### src/rtl/dice_pkg.sv
// Shared definitions for the electronic dice front end: debounce FSM
// state encoding and default timing constants.
package dice_pkg;

  // Debounce FSM states, shared with anything that decodes the state.
  typedef enum logic [1:0] {
    RELEASED     = 2'd0,
    PRESS_WAIT   = 2'd1,
    PRESSED      = 2'd2,
    RELEASE_WAIT = 2'd3
  } deb_state_e;

  // Consecutive stable samples needed to accept a level change.
  localparam int DEFAULT_DEBOUNCE = 16;

  // Cycles held before a press counts as long (also used by dice timing).
  localparam int DEFAULT_LONG = 50_000_000;

  // Width of a counter that must reach long_cycles without wrapping.
  function automatic int cnt_width(input int long_cycles);
    return $clog2(long_cycles + 1);
  endfunction

endpackage

### src/rtl/sync_2ff.sv
// Generic two-flop synchroniser for asynchronous level inputs.
// Asynchronous active-low reset; both stages reset to 0.
module sync_2ff #(
  parameter int WIDTH = 1
) (
  input  logic             clk,
  input  logic             rst,
  input  logic [WIDTH-1:0] d,
  output logic [WIDTH-1:0] q
);

  logic [WIDTH-1:0] sync0_q;
  logic [WIDTH-1:0] sync0_d;
  logic [WIDTH-1:0] sync1_q;
  logic [WIDTH-1:0] sync1_d;

  // Next values: first stage captures the input, second re-times the first.
  always_comb begin
    sync0_d = d;
    sync1_d = sync0_q;
  end

  // Synchroniser flops; only sync1_q is safe to use downstream.
  always_ff @(posedge clk or negedge rst) begin
    if (!rst) begin
      sync0_q <= '0;
      sync1_q <= '0;
    end else begin
      sync0_q <= sync0_d;
      sync1_q <= sync1_d;
    end
  end

  assign q = sync1_q;

endmodule

### src/rtl/button_debounce.sv
// Push-button conditioning: synchronise, debounce with a consecutive
// sample counter, and emit a clean level, press/release pulses and a
// long-press flag. All outputs come straight from flops.
// The release pulse port is named release_pulse because "release" is a
// reserved word in SystemVerilog.
module button_debounce
  import dice_pkg::*;
#(
  parameter int DEBOUNCE_CYCLES = DEFAULT_DEBOUNCE,
  parameter int LONG_CYCLES     = DEFAULT_LONG
) (
  input  logic clk,
  input  logic rst,
  input  logic button_raw,
  output logic button,
  output logic press,
  output logic release_pulse,
  output logic long_press
);

  // One counter serves both the debounce windows and the hold timer, so it
  // is sized for the larger of the two (LONG_CYCLES > DEBOUNCE_CYCLES).
  localparam int CNT_W = cnt_width(LONG_CYCLES);
  localparam logic [CNT_W-1:0] CNT_ONE  = CNT_W'(1);
  localparam logic [CNT_W-1:0] DEB_LAST = CNT_W'(DEBOUNCE_CYCLES - 1);
  localparam logic [CNT_W-1:0] LONG_MAX = CNT_W'(LONG_CYCLES);
  localparam logic [CNT_W-1:0] LONG_PRE = CNT_W'(LONG_CYCLES - 1);

  logic sync1;

  deb_state_e       state_q, state_d;
  logic [CNT_W-1:0] cnt_q, cnt_d;
  logic             button_q, button_d;
  logic             press_q, press_d;
  logic             release_q, release_d;
  logic             long_press_q, long_press_d;

  sync_2ff #(
    .WIDTH(1)
  ) u_sync (
    .clk (clk),
    .rst (rst),
    .d   (button_raw),
    .q   (sync1)
  );

  // Next-state and next-output logic for the debounce FSM.
  always_comb begin
    state_d      = state_q;
    cnt_d        = cnt_q;
    button_d     = button_q;
    press_d      = 1'b0;
    release_d    = 1'b0;
    long_press_d = long_press_q;

    unique case (state_q)
      RELEASED: begin
        if (sync1) begin
          state_d = PRESS_WAIT;
          cnt_d   = CNT_ONE;
        end else begin
          cnt_d = '0;
        end
      end

      PRESS_WAIT: begin
        if (!sync1) begin
          // Bounce: the high level did not last long enough.
          state_d = RELEASED;
          cnt_d   = '0;
        end else if (cnt_q == DEB_LAST) begin
          state_d  = PRESSED;
          button_d = 1'b1;
          press_d  = 1'b1;
          cnt_d    = '0;
        end else begin
          cnt_d = cnt_q + CNT_ONE;
        end
      end

      PRESSED: begin
        if (!sync1) begin
          // Start qualifying a release; long_press stays as it is.
          state_d = RELEASE_WAIT;
          cnt_d   = CNT_ONE;
        end else begin
          // Hold timer saturates so a very long hold never wraps.
          if (cnt_q != LONG_MAX) begin
            cnt_d = cnt_q + CNT_ONE;
          end
          if (cnt_q == LONG_PRE) begin
            long_press_d = 1'b1;
          end
        end
      end

      RELEASE_WAIT: begin
        if (sync1) begin
          // Release was a bounce: back to held, no new press, timer restarts.
          state_d = PRESSED;
          cnt_d   = '0;
        end else if (cnt_q == DEB_LAST) begin
          state_d      = RELEASED;
          button_d     = 1'b0;
          release_d    = 1'b1;
          long_press_d = 1'b0;
          cnt_d        = '0;
        end else begin
          cnt_d = cnt_q + CNT_ONE;
        end
      end

      default: begin
        state_d = RELEASED;
        cnt_d   = '0;
      end
    endcase
  end

  // State, counter and registered outputs.
  always_ff @(posedge clk or negedge rst) begin
    if (!rst) begin
      state_q      <= RELEASED;
      cnt_q        <= '0;
      button_q     <= 1'b0;
      press_q      <= 1'b0;
      release_q    <= 1'b0;
      long_press_q <= 1'b0;
    end else begin
      state_q      <= state_d;
      cnt_q        <= cnt_d;
      button_q     <= button_d;
      press_q      <= press_d;
      release_q    <= release_d;
      long_press_q <= long_press_d;
    end
  end

  assign button        = button_q;
  assign press         = press_q;
  assign release_pulse = release_q;
  assign long_press    = long_press_q;

endmodule

### config.mk
export PLATFORM = sky130hd
export DESIGN_NAME = button_debounce
export DESIGN_NICKNAME = d
export VERILOG_FILES = /design/src/rtl/dice_pkg.sv /design/src/rtl/sync_2ff.sv /design/src/rtl/button_debounce.sv
export SDC_FILE = /design/constraint.sdc
export NUM_CORES = 1
export LEC_CHECK = 0
export CAP_MARGIN = 20
export CELL_PAD_IN_SITES_DETAIL_PLACEMENT = 1
export CELL_PAD_IN_SITES_GLOBAL_PLACEMENT = 1
export CORE_MARGIN = 2
export CORE_UTILIZATION = 30
export CTS_CLUSTER_DIAMETER = 120
export DETAILED_ROUTE_END_ITERATION = 10
export HOLD_SLACK_MARGIN = 0.12
export PLACE_DENSITY = 0.66
export RECOVER_POWER = 25
export SETUP_SLACK_MARGIN = 0.05
export SLEW_MARGIN = 20
export SYNTH_ARGS = -nofsm -noshare
export SYNTH_HDL_FRONTEND = slang
export SYNTH_HIERARCHICAL = 1
export SYNTH_SLANG_ARGS = --single-unit
### constraint.sdc
create_clock -name clk -period 1.9 [get_ports clk]
set_input_delay 0.19 -clock clk [delete_from_list [all_inputs] [get_ports clk]]
set_output_delay 0.19 -clock clk [all_outputs]
set_load 0.03 [all_outputs]
## After elaboration in Yosys (flattened, before gate mapping)

Index checks and enable logic that the tools add are counted.

- Input bits: 3
- Bits in registers: 34

- $add $sub $neg: 1
- Multiplexer cells: 27
- Eq/ne operators: 17
- Reduce and logical (&&, ||, !) cells: 6

Operators by type and width:

| operator | count |
|---|---|
| two-way mux 26 bit | 5 |
| case mux 26 bit (4 select lines) | 1 |
| adder 26 x 1 -> 26 bit (second input constant) | 1 |
| == test 26 bit (second input constant) | 1 |
| == test 26 x 4 -> 1 bit (second input constant) | 1 |
| inequality test 26 bit (second input constant) | 1 |
| two-way mux 1 bit | 12 |
| two-way mux 2 bit | 6 |
| inequality test 2 bit (second input constant) | 5 |
| AND reduction 5 bit | 2 |
| case mux 2 bit (4 select lines) | 1 |
| inequality test 2 x 1 -> 1 bit (second input constant) | 3 |
| inequality test 3 bit (second input constant) | 2 |
| == test 2 bit (second input constant) | 2 |
| case mux 1 bit (2 select lines) | 2 |
| AND reduction 4 bit | 1 |
| nonzero test 2 bit | 2 |
| inequality test 3 x 2 -> 1 bit (second input constant) | 1 |
| == test 2 x 1 -> 1 bit (second input constant) | 1 |
| logical NOT 2 bit | 1 |

## Logic depth before layout (Yosys ltp)

- Depth after elaboration: 4
- Gate-level depth with buffers: 7

## Cells and area by module

Netlist, hierarchy kept.

By module, submodules not included:

| module | times used | area each (um^2) | sequential area each (um^2) | cells each |
|---|---|---|---|---|
| button_debounce | 1 | 1675.4 | 800.8 | 177 |
| sync_2ff | 1 | 50.0 | 50.0 | 2 |

## Worst setup path after synthesis

OpenSTA, ideal clock, no wires.

- Kind: register to register
- Start point: register cnt_q[12]
- End point: register cnt_q[0]
- Cell stages (with the launch flop): 6
- Library setup time: 0.082 ns
- Path slack: 0.127 ns
- Arrival time: 1.691 ns
- Required time: 1.818 ns
- Path buffers: 0
- Period minus slack after synthesis: 1.773 ns
- Cell sequence: dfrtp_1 -> nand4_2 -> or4_4 -> or3_1 -> and2_1 -> a31oi_1

- Longest elaborated chain between the ends: 4

Ends and longest elaborated chain:

| item | RTL line | RTL |
|---|---|---|
| start, declared | button_debounce.sv:32 | `logic [CNT_W-1:0] cnt_q, cnt_d;` |
| start signal, assigned | button_debounce.sv:131 | `cnt_q <= cnt_d;` |
| == test 26 x 4 -> 1 bit | button_debounce.sv:71, button_debounce.sv:102 |  |
| two-way mux 26 bit | button_debounce.sv:71, button_debounce.sv:102 |  |
| two-way mux 26 bit, on equally long branches | button_debounce.sv:98, button_debounce.sv:67 |  |
| case mux 26 bit (4 select lines) | button_debounce.sv:56 | `unique case (state_q)` |

Several ways; a longest one is shown, not always the timed one.
A chain may end at the register's enable or synchronous reset.

==> report_table.html <==
<table>
<tr><th>Metric</th><th>Value</th></tr>
<tr><th colspan="2">Run status</th></tr>
<tr><td>Result of the run</td><td>complete, no violations</td></tr>
<tr><th colspan="2">Power and ir drop</th></tr>
<tr><td>Power density over the cells</td><td>622 nW/um^2</td></tr>
<tr><td>Leakage component of the power</td><td>0.971 nW</td></tr>
<tr><td>Highest ir drop seen on vdd</td><td>0.360 mV</td></tr>
<tr><td>Total power of the final layout</td><td>1.45 mW</td></tr>
<tr><th colspan="2">GRT</th></tr>
<tr><td>Remaining global-route overflow</td><td>0</td></tr>
<tr><td>Maximum number of pins on one net before global-route repair</td><td>35</td></tr>
<tr><td>Combined global-route utilization of all metal layers</td><td>14.8%</td></tr>
<tr><td>Vias in the first global route</td><td>1474</td></tr>
<tr><td>Global-route wire length before repair</td><td>7.09 mm</td></tr>
<tr><td>Antenna violations before repair</td><td>0</td></tr>
<tr><th colspan="2">Die</th></tr>
<tr><td>Die width</td><td>79.8 um</td></tr>
<tr><td>Number of core rows</td><td>27</td></tr>
<tr><td>Die area</td><td>6370 um^2</td></tr>
<tr><td>Starting utilization of the core area</td><td>31.1%</td></tr>
<tr><td>Number of placed I/O pins</td><td>7</td></tr>
<tr><td>Core area</td><td>5540 um^2</td></tr>
<tr><td>Die outline height</td><td>79.8 um</td></tr>
<tr><th colspan="2">Cells and area</th></tr>
<tr><td>Layout cells sized above 1</td><td>29.8%</td></tr>
<tr><td>Number of nets in the final layout</td><td>229</td></tr>
<tr><td>Fill cells</td><td>657</td></tr>
<tr><td>Antenna Diode Count</td><td>0</td></tr>
<tr><td>Fin cells</td><td>297</td></tr>
<tr><td>Highest-count cells in the layout ignoring fill and taps</td><td>sky130_fd_sc_hd__buf_4 (34), sky130_fd_sc_hd__dfrtp_1 (32), sky130_fd_sc_hd__nor2_1 (30)</td></tr>
<tr><td>Most common cell after layout, fill and taps aside</td><td>sky130_fd_sc_hd__buf_4</td></tr>
<tr><td>Final standard cell utilization of the core</td><td>41.9%</td></tr>
<tr><td>Finished Cell Area</td><td>2320 um^2</td></tr>
<tr><td>Layout Area Growth over Synthesis</td><td>34.6%</td></tr>
<tr><th colspan="2">Timing</th></tr>
<tr><td>Ratio of final minimum period to clock period</td><td>96.7%</td></tr>
<tr><td>Maximum operating frequency</td><td>0.544 GHz</td></tr>
<tr><td>Shortest clock period the worst path allows after layout</td><td>1.84 ns</td></tr>
<tr><td>Max Clock Skew</td><td>0.00471 ns</td></tr>
<tr><td>Setup_tns</td><td>0 ns</td></tr>
<tr><td>Final hold violation count</td><td>0</td></tr>
<tr><td>Final setup viols</td><td>0</td></tr>
<tr><td>Final Slew Violations</td><td>0</td></tr>
<tr><td>Final setup slack of the worst path</td><td>0.0621 ns</td></tr>
<tr><td>Final Hold Slack</td><td>0.350 ns</td></tr>
<tr><td>Worst-margin pin slew</td><td>0.852 ns</td></tr>
<tr><td>Max-Slew Margin vs Limit</td><td>43.2%</td></tr>
<tr><td>RSZ-0062 raised after global routing</td><td>yes</td></tr>
<tr><th colspan="2">Worst setup path</th></tr>
<tr><td>Kind of critical path</td><td>reg2reg</td></tr>
<tr><td>Type of destination of the critical path</td><td>register</td></tr>
<tr><td>Sequence of cells on the critical path</td><td>nor3_1, nand3_2, or3_4, mux2_2</td></tr>
<tr><td>Number of buffers and inverters on the critical path</td><td>0</td></tr>
<tr><td>Kind of cell adding the most delay to the critical path</td><td>simple AND/OR/NAND/NOR gates</td></tr>
<tr><td>Depth of the worst register-to-register path</td><td>4</td></tr>
<tr><td>Highest fanout seen on the critical path</td><td>5</td></tr>
<tr><td>Flop2flop setup slack</td><td>0.06 ns</td></tr>
<tr><td>RR Startpoint</td><td>cnt_q[17]</td></tr>
<tr><td>Slowest Stage Delay on Critical Path</td><td>0.46 ns</td></tr>
<tr><td>Cell at the slowest stage of the critical path</td><td>sky130_fd_sc_hd__or3_4</td></tr>
<tr><td>Arrival time reported for the critical path endpoint</td><td>2.01 ns</td></tr>
<tr><td>CP Launch Type</td><td>register</td></tr>
<tr><td>Start point of the critical path</td><td>cnt_q[17]</td></tr>
<tr><td>Required time of the critical path</td><td>2.07 ns</td></tr>
<tr><th colspan="2">Clock tree</th></tr>
<tr><td>Clock tree from TritonCTS</td><td>done</td></tr>
<tr><td>Clock-pin slew reported for the worst setup and hold paths after clock tree synthesis</td><td>0.07 ns</td></tr>
<tr><td>Clock net sink count</td><td>34</td></tr>
<tr><td>Clock insertion delay at the later pin of the skew report</td><td>0.29 ns</td></tr>
<tr><td>TritonCTS Buffers</td><td>5</td></tr>
<tr><td>CTS H-tree lvls</td><td>2</td></tr>
<tr><td>Maximum clock insertion buffer count</td><td>2</td></tr>
<tr><td>Root buf cell</td><td>sky130_fd_sc_hd__clkbuf_8</td></tr>
<tr><td># hold bufs at CTS</td><td>0</td></tr>
<tr><th colspan="2">Min path</th></tr>
<tr><td>Path category of the worst min-delay check</td><td>reg2reg</td></tr>
<tr><td>Hold Path Depth</td><td>0</td></tr>
<tr><td>Worst Min Path Start</td><td>u_sync/sync0_q</td></tr>
<tr><td>Worst Hold Endpoint</td><td>u_sync/q</td></tr>
<tr><th colspan="2">Synthesis</th></tr>
<tr><td>Largest cells by area after synthesis</td><td>sky130_fd_sc_hd__dfrtp_1 (49%), sky130_fd_sc_hd__xor2_1 (8.6%), sky130_fd_sc_hd__nor2_1 (6.7%), sky130_fd_sc_hd__nand4_1 (4.7%), sky130_fd_sc_hd__xnor2_1 (4.1%)</td></tr>
<tr><td>Unique masters post-synth</td><td>37</td></tr>
<tr><td>Syn nets</td><td>184</td></tr>
<tr><td>EDFF count, synth</td><td>0</td></tr>
<tr><td>Dominant cell type by area after synthesis</td><td>sky130_fd_sc_hd__dfrtp_1</td></tr>
<tr><td>Mean area per synthesized cell</td><td>9.64 um^2</td></tr>
<tr><td>Synth async-reset ratio</td><td>100%</td></tr>
<tr><td>Synthesized cell area</td><td>1730 um^2</td></tr>
<tr><td>Register bit total from synthesis</td><td>34</td></tr>
<tr><td>Number of instances in the synthesized netlist</td><td>179</td></tr>
<tr><td>Share of synthesized area occupied by flip-flops and latches</td><td>49.3%</td></tr>
<tr><td>Commonest register cell after synthesis</td><td>sky130_fd_sc_hd__dfrtp_1</td></tr>
<tr><td>Synth warnings</td><td>6</td></tr>
<tr><td>Area share of the leading cell type in the synthesized netlist</td><td>49.3%</td></tr>
<tr><th colspan="2">Drt</th></tr>
<tr><td>Post-detailed-route count of antenna-violating nets</td><td>0</td></tr>
<tr><td>Routed via count</td><td>1437</td></tr>
<tr><td>Number of search-and-repair iterations in the first detailed-routing pass</td><td>4</td></tr>
<tr><td>Via-per-instance ratio</td><td>4.84</td></tr>
<tr><td>Average wire length per cell after detail routing</td><td>14.5 um</td></tr>
<tr><td>Detailed-route DRC error count</td><td>0</td></tr>
<tr><td>Routed wire length</td><td>4.29 mm</td></tr>
<tr><td>Starting DRT DRC Count</td><td>54</td></tr>
<tr><th colspan="2">Placed design</th></tr>
<tr><td>Final weighted congestion of routability-driven global placement</td><td>0.758</td></tr>
<tr><td>Placement Cell Area</td><td>2050 um^2</td></tr>
<tr><td>Placed cells</td><td>278</td></tr>
<tr><td>Port Buf Inserts</td><td>6</td></tr>
<tr><td>Post-Place Setup Slack</td><td>-0.00164 ns</td></tr>
<tr><td>Total half-perimeter wirelength after legalization and detailed placement</td><td>2.93 mm</td></tr>
<tr><th colspan="2">Run</th></tr>
<tr><td>Maximum Capacitance Violations</td><td>0</td></tr>
</table>
what timing repair did:
item                       in CTS  in global routing
setup buffers                   6                  5
pin swaps                       2                  5
setup endpoints to repair       3                 25
hold endpoints to repair        0                  0
gates resized for setup         5                 13
power by group:
group / internal [mW] / switching [mW] / total [mW] / leakage, nW
registers: 0.729 / 0.00712 / 0.736 / 0.464
clock network: 0.386 / 0.268 / 0.654 / 0.0579
logic: 0.0218 / 0.0338 / 0.0555 / 0.449
synthesized netlist by cell type, types with 2 or more instances:
library cell / instances
sky130_fd_sc_hd__and2_1: 3
sky130_fd_sc_hd__nand2_1: 14
sky130_fd_sc_hd__nor4_1: 5
sky130_fd_sc_hd__xnor2_1: 8
sky130_fd_sc_hd__nand3_1: 8
sky130_fd_sc_hd__xor2_1: 17
sky130_fd_sc_hd__buf_2: 2
sky130_fd_sc_hd__ha_1: 2
sky130_fd_sc_hd__o22ai_1: 2
sky130_fd_sc_hd__nor3_1: 6
sky130_fd_sc_hd__o21ai_0: 3
sky130_fd_sc_hd__inv_1: 7
sky130_fd_sc_hd__nand4_1: 13
sky130_fd_sc_hd__nor2_1: 31
sky130_fd_sc_hd__nand3b_1: 2
sky130_fd_sc_hd__and3_1: 2
sky130_fd_sc_hd__dfrtp_1: 34
logic make-up (layout without fill, tap and decap cells):
logic type | Yosys count | in the layout | synth area share, %
AOI/OAI and AO/OA | 10 | 10 | 3.92
xor gates and xnor gates | 25 | 25 | 12.7
adders and majority gates | 2 | 2 | 1.45
buffers and inverters | 11 | 57 | 2.54
DFF | 34 | 34 | 49.3
muxes | 1 | 1 | 0.653
and+or+nand+nor | 96 | 96 | 29.4
registers in the layout, summed over array words and instances, names as in the netlist, named ones only:
register,flops
button,1
cnt_q,26
long_press,1
press,1
release_pulse,1
state_q,1
u_sync/q,1
u_sync/sync0_q,1
per-layer routing:
layer	wire length, um	track usage [%]	vias up
met5	0	0	-
met4	70	5.76	0
met3	94	3.62	5
met2	2120	23.4	16
met1	2010	19.4	702
li1	-	-	714
final cells by class:
class / count / area, um^2 / share of cell area, %
Clock buffer: 5 / 68.8 / 2.96
Clock inverter: 3 / 40.0 / 1.72
Inverter: 7 / 26.3 / 1.13
Multi-Input combinational cell: 134 / 912 / 39.3
Sequential cell: 34 / 853 / 36.7
Tap cell: 72 / 90.1 / 3.88
Timing Repair Buffer: 42 / 332 / 14.3
how the worst max path moves through the flow:
stage	end	slack (ns)	cells after the start
after CTS	cnt_q[0]	0.06	5
after global routing	button	-0.04	5
final	register	0.06	4
after floorplan	cnt_q[0]	0.13	5
after detailed placement	button	-0.002	6
after global placement	button	0.03	6
worst register-to-register path, cell delays in order (launching register included):
cell and delay, ns:
sky130_fd_sc_hd__dfrtp_1 0.43, sky130_fd_sc_hd__nor3_1 0.39, sky130_fd_sc_hd__nand3_2 0.16, sky130_fd_sc_hd__or3_4 0.46
sky130_fd_sc_hd__mux2_2 0.28
No activity file was read; power rests on OpenSTA's default activity.
